**src/rtl/gpgpu_obi_pkg.sv**
```systemverilog
// Constants shared by the OBI initiators in the memory subsystem.
package gpgpu_obi_pkg;

    localparam logic [3:0]  OBI_BE_FULL    = 4'hF;
    localparam int unsigned OBI_WORD_BYTES = 4;

    // Byte address of word 'idx' past 'base'; wraps modulo 2^32 like the bus itself.
    function automatic logic [31:0] obi_word_addr(input logic [31:0] base, input logic [31:0] idx);
        return base + (idx * OBI_WORD_BYTES);
    endfunction

endpackage

```
**src/rtl/obi_req_if.sv**
```systemverilog
// OBI address/request channel: initiator drives the request, target answers with gnt.
interface obi_req_if;
    logic        req;
    logic        gnt;
    logic [31:0] addr;
    logic        we;
    logic [3:0]  be;
    logic [31:0] wdata;

    modport master (output req, addr, we, be, wdata, input gnt);
    modport slave  (input req, addr, we, be, wdata, output gnt);
endinterface

```
**src/rtl/obi_rsp_if.sv**
```systemverilog
// OBI response channel; the 'slave' modport is the receiving (initiator) side.
interface obi_rsp_if;
    logic        rvalid;
    logic [31:0] rdata;

    modport master (output rvalid, rdata);
    modport slave  (input rvalid, rdata);
endinterface

```
**src/rtl/obi_copy_master.sv**
```systemverilog
// OBI block-copy initiator: reads a word, writes it to the destination, one transaction in flight.
module obi_copy_master
    import gpgpu_obi_pkg::*;
#(
    parameter int unsigned LEN_W = 16
) (
    input  logic             clk_i,
    input  logic             rst_ni,
    input  logic             start_i,
    input  logic [31:0]      src_addr_i,
    input  logic [31:0]      dst_addr_i,
    input  logic [LEN_W-1:0] len_i,
    output logic             busy_o,
    output logic             done_o,
    output logic             err_o,
    obi_req_if.master        req,
    obi_rsp_if.slave         rsp
);

    typedef enum logic [2:0] {
        IDLE,
        RD_REQ,
        RD_WAIT,
        WR_REQ,
        WR_WAIT,
        DONE
    } state_t;

    state_t           state_q;
    logic [31:0]      src_q;
    logic [31:0]      dst_q;
    logic [LEN_W-1:0] len_q;
    logic [LEN_W-1:0] cnt_q;
    logic [LEN_W-1:0] cnt_inc;
    logic             misaligned;

    assign cnt_inc    = cnt_q + LEN_W'(1);
    assign misaligned = (src_addr_i[1:0] != 2'b00) || (dst_addr_i[1:0] != 2'b00);

    // All bus fields are registered; wdata doubles as the data register while the write is pending.
    always_ff @(posedge clk_i or negedge rst_ni) begin
        if (!rst_ni) begin
            state_q   <= IDLE;
            src_q     <= '0;
            dst_q     <= '0;
            len_q     <= '0;
            cnt_q     <= '0;
            busy_o    <= 1'b0;
            done_o    <= 1'b0;
            err_o     <= 1'b0;
            req.req   <= 1'b0;
            req.addr  <= '0;
            req.we    <= 1'b0;
            req.be    <= '0;
            req.wdata <= '0;
        end else begin
            done_o <= 1'b0;
            err_o  <= 1'b0;
            case (state_q)
                IDLE: begin
                    if (start_i) begin
                        if (misaligned) begin
                            err_o <= 1'b1;
                        end else if (len_i == '0) begin
                            busy_o  <= 1'b1;
                            done_o  <= 1'b1;
                            state_q <= DONE;
                        end else begin
                            src_q    <= src_addr_i;
                            dst_q    <= dst_addr_i;
                            len_q    <= len_i;
                            cnt_q    <= '0;
                            busy_o   <= 1'b1;
                            req.req  <= 1'b1;
                            req.we   <= 1'b0;
                            req.be   <= OBI_BE_FULL;
                            req.addr <= src_addr_i;
                            state_q  <= RD_REQ;
                        end
                    end
                end
                RD_REQ: begin
                    if (req.gnt) begin
                        req.req  <= 1'b0;
                        req.be   <= '0;
                        req.addr <= '0;
                        state_q  <= RD_WAIT;
                    end
                end
                RD_WAIT: begin
                    if (rsp.rvalid) begin
                        req.req   <= 1'b1;
                        req.we    <= 1'b1;
                        req.be    <= OBI_BE_FULL;
                        req.addr  <= obi_word_addr(dst_q, 32'(cnt_q));
                        req.wdata <= rsp.rdata;
                        state_q   <= WR_REQ;
                    end
                end
                WR_REQ: begin
                    if (req.gnt) begin
                        req.req   <= 1'b0;
                        req.we    <= 1'b0;
                        req.be    <= '0;
                        req.addr  <= '0;
                        req.wdata <= '0;
                        state_q   <= WR_WAIT;
                    end
                end
                WR_WAIT: begin
                    if (rsp.rvalid) begin
                        cnt_q <= cnt_inc;
                        if (cnt_inc == len_q) begin
                            done_o  <= 1'b1;
                            state_q <= DONE;
                        end else begin
                            req.req  <= 1'b1;
                            req.we   <= 1'b0;
                            req.be   <= OBI_BE_FULL;
                            req.addr <= obi_word_addr(src_q, 32'(cnt_inc));
                            state_q  <= RD_REQ;
                        end
                    end
                end
                DONE: begin
                    busy_o  <= 1'b0;
                    state_q <= IDLE;
                end
                default: state_q <= IDLE;
            endcase
        end
    end

endmodule

```
**src/flat_wrapper.sv**
```systemverilog
// flat-port wrapper written by rule: the top's interface ports become plain ports
module obi_copy_master_flat import gpgpu_obi_pkg::*;
#(
    parameter int unsigned LEN_W = 16
)
  (clk_i, rst_ni, start_i, src_addr_i, dst_addr_i, len_i, busy_o, done_o, err_o, req_req, req_addr, req_we, req_be, req_wdata, req_gnt, rsp_rvalid, rsp_rdata);
  obi_req_if req_i ();
  obi_rsp_if rsp_i ();
  input  logic clk_i;
  input  logic rst_ni;
  input  logic start_i;
  input  logic [31:0] src_addr_i;
  input  logic [31:0] dst_addr_i;
  input  logic [LEN_W-1:0] len_i;
  output logic busy_o;
  output logic done_o;
  output logic err_o;
  output wire logic [$bits(req_i.req)-1:0] req_req;
  output wire logic [$bits(req_i.addr)-1:0] req_addr;
  output wire logic [$bits(req_i.we)-1:0] req_we;
  output wire logic [$bits(req_i.be)-1:0] req_be;
  output wire logic [$bits(req_i.wdata)-1:0] req_wdata;
  input wire logic [$bits(req_i.gnt)-1:0] req_gnt;
  input wire logic [$bits(rsp_i.rvalid)-1:0] rsp_rvalid;
  input wire logic [$bits(rsp_i.rdata)-1:0] rsp_rdata;
  assign req_req = req_i.req;
  assign req_addr = req_i.addr;
  assign req_we = req_i.we;
  assign req_be = req_i.be;
  assign req_wdata = req_i.wdata;
  assign req_i.gnt = req_gnt;
  assign rsp_i.rvalid = rsp_rvalid;
  assign rsp_i.rdata = rsp_rdata;
  obi_copy_master #(.LEN_W(LEN_W)) u_core (.clk_i(clk_i), .rst_ni(rst_ni), .start_i(start_i), .src_addr_i(src_addr_i), .dst_addr_i(dst_addr_i), .len_i(len_i), .busy_o(busy_o), .done_o(done_o), .err_o(err_o), .req(req_i), .rsp(rsp_i));
endmodule
```
**config.mk**
```make
export PLATFORM = sky130hd
export DESIGN_NAME = obi_copy_master_flat
export DESIGN_NICKNAME = d
export VERILOG_FILES = /design/src/rtl/gpgpu_obi_pkg.sv /design/src/rtl/obi_req_if.sv /design/src/rtl/obi_rsp_if.sv /design/src/rtl/obi_copy_master.sv /design/src/flat_wrapper.sv
export SDC_FILE = /design/constraint.sdc
export NUM_CORES = 1
export LEC_CHECK = 0
export CAP_MARGIN = 20
export CORE_UTILIZATION = 50
export CTS_CLUSTER_SIZE = 10
export DETAILED_ROUTE_END_ITERATION = 12
export PLACE_DENSITY = 0.84
export SYNTH_ARGS = -nofsm -noshare
export SYNTH_HDL_FRONTEND = slang
export SYNTH_SLANG_ARGS = --single-unit
```
**constraint.sdc**
```tcl
create_clock -name clk_i -period 7.6 [get_ports clk_i]
set_input_delay 0.76 -clock clk_i [delete_from_list [all_inputs] [get_ports clk_i]]
set_output_delay 0.76 -clock clk_i [all_outputs]
set_load 0.005 [all_outputs]
```
==> results.txt <==
- The flow ran to the end, and the final reports show no timing, DRC or antenna violations.
- Crit end category: register
* Area of placed instances: between 10000 and 15000 sq um
* Starting density of the core: 51.6%
* Least-Margin Pin Slew: ~1000 ps
- Worst vdd rail ir drop: 0.214 mV
- The critical path is of the reg -> reg type.
- A synthesized cell averages 10.1 sq um.
* Maximum operating frequency: 221 MHz
- For this design the ratio of total power to cell area is 351 nW/um^2.
- The final layout contains 1325 nets.
- For this design the static power due to leakage is 0.00570 uW.
- Across the run, the number of max-cap violations was 0.
- Number of antenna violations at the first check in global routing: 0
- For the worst setup path, the data arrival time is about 4900 ps.
- Final cell count without fillers: 1447
- The number of nets handed over by synthesis was 1157.
- The via count of the first global-routing pass was 8250.
- Clock tree from TritonCTS: built
- Buffers inserted during clock tree synthesis total 17.
- Entering global routing, the biggest net connects 95 pins.
- Number of endpoints failing setup at the final stage: 0
- Global routing used 27.6% of the available tracks across all layers.
* Ratio of routed vias to standard cells: 5.90
- Timing analysis after detailed placement gives a worst setup slack of 3240 ps.
- Share of cells above drive strength 1: between 10 and 15%
- Total die area: 20900 sq um
- Cells fill 65.3% of the core in the end.
* Most frequently used cell type in the post-synthesis netlist: sky130_fd_sc_hd__dfrtp_1
- Aggregate negative setup slack: 0 ps
* Total vias in the final route: 8531
- The tightest min-delay check is of the in -> async type.
* Cell count after synthesis: 1001
* Startpoint class of the critical path: register
- After synthesis, the cell types taking the most area are sky130_fd_sc_hd__dfrtp_1 41%, sky130_fd_sc_hd__mux2_2 8.4%, sky130_fd_sc_hd__nand2_1 5.1%.
- CTS sink cnt: between 150 and 200
* Final Critical Period: ~4500 ps
* Register bit count reported by yosys: 168
- The commonest cells after synthesis are 168 x sky130_fd_sc_hd__dfrtp_1, 139 x sky130_fd_sc_hd__nand2_1, 76 x sky130_fd_sc_hd__mux2_2.
* DRC errors left: 0
* Core area: 19700 sq um
- Of all flip-flops after synthesis, the portion carrying an async set or reset was 100%.
* Port-buffer cells: about 190
- Crit path required time: 7920 ps
- Number of enable flip-flop cells after synthesis: 0
- In this run the remaining antenna-violating nets after routing total 0.
* CP max FO: 11
- The floorplan has 51 rows.
- Longest Clk Path Bufs: 2
- Placer's final routability congestion estimate: ~0.94
- Later-pin clock latency in the skew report: 440 ps
- Height of the die: 144 um
- Unrepaired setup endpoints after global routing: false
- After detailed routing, the total wire length is 28000 um.
- Iteration-0 DRC count of the detailed router: ~660
- Die width: about 140 um
- Chain of cells forming the critical path: ha_1, inv_1, or4_1, xnor2_1, ha_1, nand4_1, o22ai_1, o31ai_1, a21boi_0, xnor2_1, o221ai_1, mux2_4
* Proportion of synthesized chip area in sequential cells: 41.4%
- In the final routed layout, each cell accounts on average for between 15 and 20 um.
- Summed over its instances, the top area cell type makes up 41.4% of the synthesized netlist area.
- Global-route wire length before repair: 44100 um
- For this run the aggregate overflow at the end of global routing stands at 0.
* Post-CTS Resized: 0
* Hold violation count in the final report: 0
- The number of pins exceeding their max-slew limit in the final report came to 0.
* Setup fix buffers added after clock tree synthesis: 0
- Clock input transition at the sequential cells of the worst setup and hold paths: 70 ps
- Minimum setup slack in the final design: 3070 ps
* Number of placed I/O pins: 190
- Yosys mapped the design onto just over 80 distinct sky130hd cell types.
- After legalization and detailed placement, the total HPWL measured 20800 um.
- Worst stage delay on the critical path: 890 ps
- For the final database, setup skew stands at between 10 and 15 ps.
* Number of buffers inserted by hold repair at cts: 0
- The area growth from synthesis to layout is 26.6%.
* Share of the clock period used by the worst path: 59.6%
* Library cell occupying the most area in the post-synthesis netlist: sky130_fd_sc_hd__dfrtp_1
* Relative slew margins: 30.0%
- Critical path buffer and inverter count: 1
- Count of yosys warnings during synthesis: 0
- Cells after DPL: 1413
- Antenna diode instance count: 0
- Root Buffer: sky130_fd_sc_hd__clkbuf_16
- The first TritonRoute pass finished after 6 iterations.
- Kind of cell adding the most delay to the critical path: compound AO/OA/AOI/OAI gates
- The H-tree was split into 4 levels.
- Max stage delay cell, worst path: sky130_fd_sc_hd__o31ai_1
- Top FF cell, synth: sky130_fd_sc_hd__dfrtp_1
- The cell area that synthesis handed to floorplanning was ~10000 sq um.
- Post-route cell area: 12800 sq um
worst register-to-register path: cells and delay by family (launching register included):
family | cells | cell delay [ps]
DFF | 1 | 530
AOI/OAI and AO/OA | 4 | 1420
and+or+nand+nor | 2 | 750
muxes | 1 | 300
xor gates and xnor gates | 2 | 510
buffers and inverters | 1 | 140
adders and majority gates | 2 | 780
cell type report:
type                            count  area (sq um)
Tap cell                          265           332
Sequential cell                   168          4200
Clock inverter                     15           169
Clock buffer                       17           425
Timing Repair Buffer              199          2020
Multi-Input combinational cell    757          5590
Inverter                           26          97.6
Fill cell                        1572          6820
stage by stage:
step	power (uW)	hold slack [ps]
finish	4510	404
CTS	4500	445
floorplan	2860	463
global placement	3520	449
detailed placement	3610	454
global route	4770	477
report_power, final:
| group | leakage, uW | total (uW) | internal [uW] | switching (uW) |
|---|---|---|---|---|
| registers | 0.00217 | 1600 | 1260 | 335 |
| clock network | 0.000282 | 881 | 491 | 390 |
| logic | 0.00325 | 2030 | 1100 | 936 |
final timing paths:
kind,from,endpoint,slack [ps],depth (start not counted)
worst max-delay path,u_core.cnt_q[0],u_core.req.addr[25],3070,12
worst min-delay path,rst_ni,u_core.dst_q[21],400,1
worst max register to register,u_core.cnt_q[0],u_core.req.addr[25],3070,12
worst min register to register,u_core.req.wdata[11],u_core.req.wdata[11],470,2
max in group asynchronous,rst_ni,u_core.len_q[8],5700,2
min in group clk_i,u_core.req.wdata[11],u_core.req.wdata[11],470,2
flip-flops by register name (all words and copies together), names as in the netlist, 3 cells and up:
name and count:
u_core.dst_q 32, u_core.req.addr 32, u_core.req.wdata 32, u_core.src_q 32
u_core.cnt_q 16, u_core.len_q 16, u_core.state_q 3
cell families after synthesis:
family,synth area share (%)
buffers and inverters,3.58
DFF,41.4
xor gates and xnor gates,7.27
muxes,13.2
and+or+nand+nor,15.6
adders and majority gates,5.07
AOI/OAI and AO/OA,13.9
placed cells by master (no fill, tap or decap), types with 4 or more instances in the layout:
| master | netlist | layout |
|---|---|---|
| sky130_fd_sc_hd__a211oi_1 | 9 | 9 |
| sky130_fd_sc_hd__a21boi_0 | 8 | 8 |
| sky130_fd_sc_hd__a21o_1 | 6 | 6 |
| sky130_fd_sc_hd__a21oi_1 | 50 | 50 |
| sky130_fd_sc_hd__a221o_1 | 4 | 4 |
| sky130_fd_sc_hd__a222oi_1 | 4 | 4 |
| sky130_fd_sc_hd__a22o_1 | 9 | 9 |
| sky130_fd_sc_hd__a22oi_1 | 11 | 11 |
| sky130_fd_sc_hd__and2_1 | 4 | 4 |
| sky130_fd_sc_hd__and3_1 | 6 | 6 |
| sky130_fd_sc_hd__buf_4 | 4 | 7 |
| sky130_fd_sc_hd__clkbuf_16 | 0 | 17 |
| sky130_fd_sc_hd__clkdlybuf4s50_1 | 0 | 188 |
| sky130_fd_sc_hd__clkinv_4 | 0 | 5 |
| sky130_fd_sc_hd__dfrtp_1 | 168 | 168 |
| sky130_fd_sc_hd__ha_1 | 37 | 37 |
| sky130_fd_sc_hd__inv_1 | 26 | 26 |
| sky130_fd_sc_hd__mux2_2 | 76 | 76 |
| sky130_fd_sc_hd__mux2_4 | 25 | 25 |
| sky130_fd_sc_hd__mux2i_1 | 11 | 11 |
| sky130_fd_sc_hd__nand2_1 | 139 | 139 |
| sky130_fd_sc_hd__nand2b_1 | 7 | 7 |
| sky130_fd_sc_hd__nand3_1 | 54 | 54 |
| sky130_fd_sc_hd__nand4_1 | 21 | 21 |
| sky130_fd_sc_hd__nor2_1 | 33 | 33 |
| sky130_fd_sc_hd__nor2b_1 | 9 | 7 |
| sky130_fd_sc_hd__nor3_1 | 12 | 12 |
| sky130_fd_sc_hd__nor4_1 | 9 | 9 |
| sky130_fd_sc_hd__o211ai_1 | 7 | 7 |
| sky130_fd_sc_hd__o21ai_0 | 50 | 50 |
| sky130_fd_sc_hd__o221ai_1 | 6 | 6 |
| sky130_fd_sc_hd__o31ai_1 | 5 | 5 |
| sky130_fd_sc_hd__xnor2_1 | 46 | 45 |
| sky130_fd_sc_hd__xor2_1 | 31 | 31 |
routing by layer:
metal	part of all wire (%)	wire length, um	global-route usage (%)
met5	0	0	0
met4	2.8	784	9.86
met3	5.4	1510	4.50
met2	49	13600	45.2
met1	43	12100	36.8
No activity file was read; power rests on OpenSTA's default activity.
==> RTL edit (same settings) <==
`LEN_W` is set to 16 in 2 places; all go to 64.
--- a/src/rtl/obi_copy_master.sv
+++ b/src/rtl/obi_copy_master.sv
@@ -2,7 +2,7 @@
 module obi_copy_master
     import gpgpu_obi_pkg::*;
 #(
-    parameter int unsigned LEN_W = 16
+    parameter int unsigned LEN_W = 64
 ) (
     input  logic             clk_i,
     input  logic             rst_ni,
--- a/src/flat_wrapper.sv
+++ b/src/flat_wrapper.sv
@@ -1,7 +1,7 @@
 // flat-port wrapper written by rule: the top's interface ports become plain ports
 module obi_copy_master_flat import gpgpu_obi_pkg::*;
 #(
-    parameter int unsigned LEN_W = 16
+    parameter int unsigned LEN_W = 64
 )
   (clk_i, rst_ni, start_i, src_addr_i, dst_addr_i, len_i, busy_o, done_o, err_o, req_req, req_addr, req_we, req_be, req_wdata, req_gnt, rsp_rvalid, rsp_rdata);
   obi_req_if req_i ();
Interface: changed (resized len_i); port bits go from 190 to 238. The function was not compared with the original's and may differ.
==> RTL edit against the unedited design <==
Routed wire length rose by 110%; count of clock-buffer cells in the layout up 19; clock skew rose by 0.025 ns; power is 49% higher; highest routed layer unchanged; sequential cell count rose by 96; setup slack got worse by 0.44 ns; design area up 65%; area after synthesis grew 75%; first-iteration DRC count up 140%.
==> RTL edit: results (changes against the unedited design) <==
Outcome
  – Outcome: completed

STA
  – Worst Clk Skew: 0.0392 ns (+0.0253 ns)
  – F_max: 201 MHz (-8.9%)
  – Worst relative slew slack: 0.233 (-0.0663)

Setup path
  – Worst-path fanout max: 8 (-3)
  – Crit-path slowest cell: o41ai_1
  – FF-to-FF Start: u_core.cnt_q[2]
  – R2R Path End: u_core.req.addr[31]
  – Crit path DAT: 5.45 ns (+0.60 ns)

Synthesis
  – Mux cell area share after synthesis: 0.108 (-0.0239)
  – Register area share after synthesis: 0.373 (-0.0414)
  – Top post-synthesis cells by count: 264 x dfrtp_1, 211 x nand2_1, 145 x mux2_2
  – #FFs+latches synth: 264 (+57%)
  – Synth area leaders: dfrtp_1 37%, mux2_2 9.2%, ha_1 4.5%
  – Cell variety after synth: 85 (+3.7%)
  – Post-Synth XOR/XNOR Area: 0.0804 (+0.00776)
  – Synth Area in Compound Gates: 0.152 (+0.0133)
  – Adder-Cell Fraction of Synth Area: 0.0475 (-0.00321)
  – Syn nets: 2139 (+85%)

Placed design
  – Pre-CTS setup slack: 2.74 ns (-0.503 ns)
  – Routability Congestion: 1.04 (+11%)
  – IO buf count: 237 (+25%)

Finish
  – Final net count: 2316 (+75%)
  – Clock-cell share: 0.0386 (-0.00770)
  – Share of layout cells above drive strength 1: 0.112 (-0.0314)
  – Count of multi-input combinational gates: 1501 (+98%)
  – Seq/total area: 0.312 (-0.0154)

Pwr
  – Internal Power: 4.10 mW (+44%)
  – Maximum VDD drop: 261 µV (+22%)
  – Combinational Power Share: 0.447 (-0.004)
  – Proportion of power drawn by the clock network: 0.193 (-0.002)

Global routing
  – Pin count of the biggest net entering global routing: 151 (+59%)
  – M1 GR Usage: 0.420 (+0.0522)
  – Met2 usage: 0.543 (+0.0909)
  – Total Routing Usage GR: 0.325 (+0.0488)
  – First-pass GRT wire length: 90800 µm (+110%)

Detailed routing
  – Routed met1 length: 24000 µm (+98%)
  – Met3 wire len: 4620 µm (+210%)
  – Starting DRT DRC Count: 1598 (+140%)

Clocking
  – Clk Latency, worst-skew pair: 0.60 ns (+0.16 ns)
  – CTS buffer count: 31 (+14)
  – Deepest clock path buffer count: 3 (+1)
  – H-tree level count: 1 (-3)
==> RTL edit: cell count changes in the layout (fill, tap and decap cells not counted), moves of 27 or more <==
cell / change
dfrtp_1: +96
nor2_1: +81
o21ai_0: +81
nand2_1: +71
mux2_2: +69
clkdlybuf4s50_1: +48
xnor2_1: +44
xor2_1: +38
nor4_1: +34
nand3_1: +33
ha_1: +27
==> RTL edit: stage by stage <==
| stage | hold WS (ns) | instance area, µm² | util | total power [mW] | std cells |
|---|---|---|---|---|---|
| final | 0.192 | 21200 | 0.610 | 6.71 | 2546 |
| after CTS | 0.268 | 21100 | 0.609 | 6.68 | 2544 |
| after floorplan | 0.458 | 17700 | - | 4.20 | 1908 |
| after global routing | 0.288 | 21200 | 0.610 | 7.09 | 2546 |
| after detailed placement | 0.457 | 20300 | 0.585 | 5.36 | 2505 |
| after global placement | 0.450 | 20300 | 0.585 | 5.28 | 2505 |
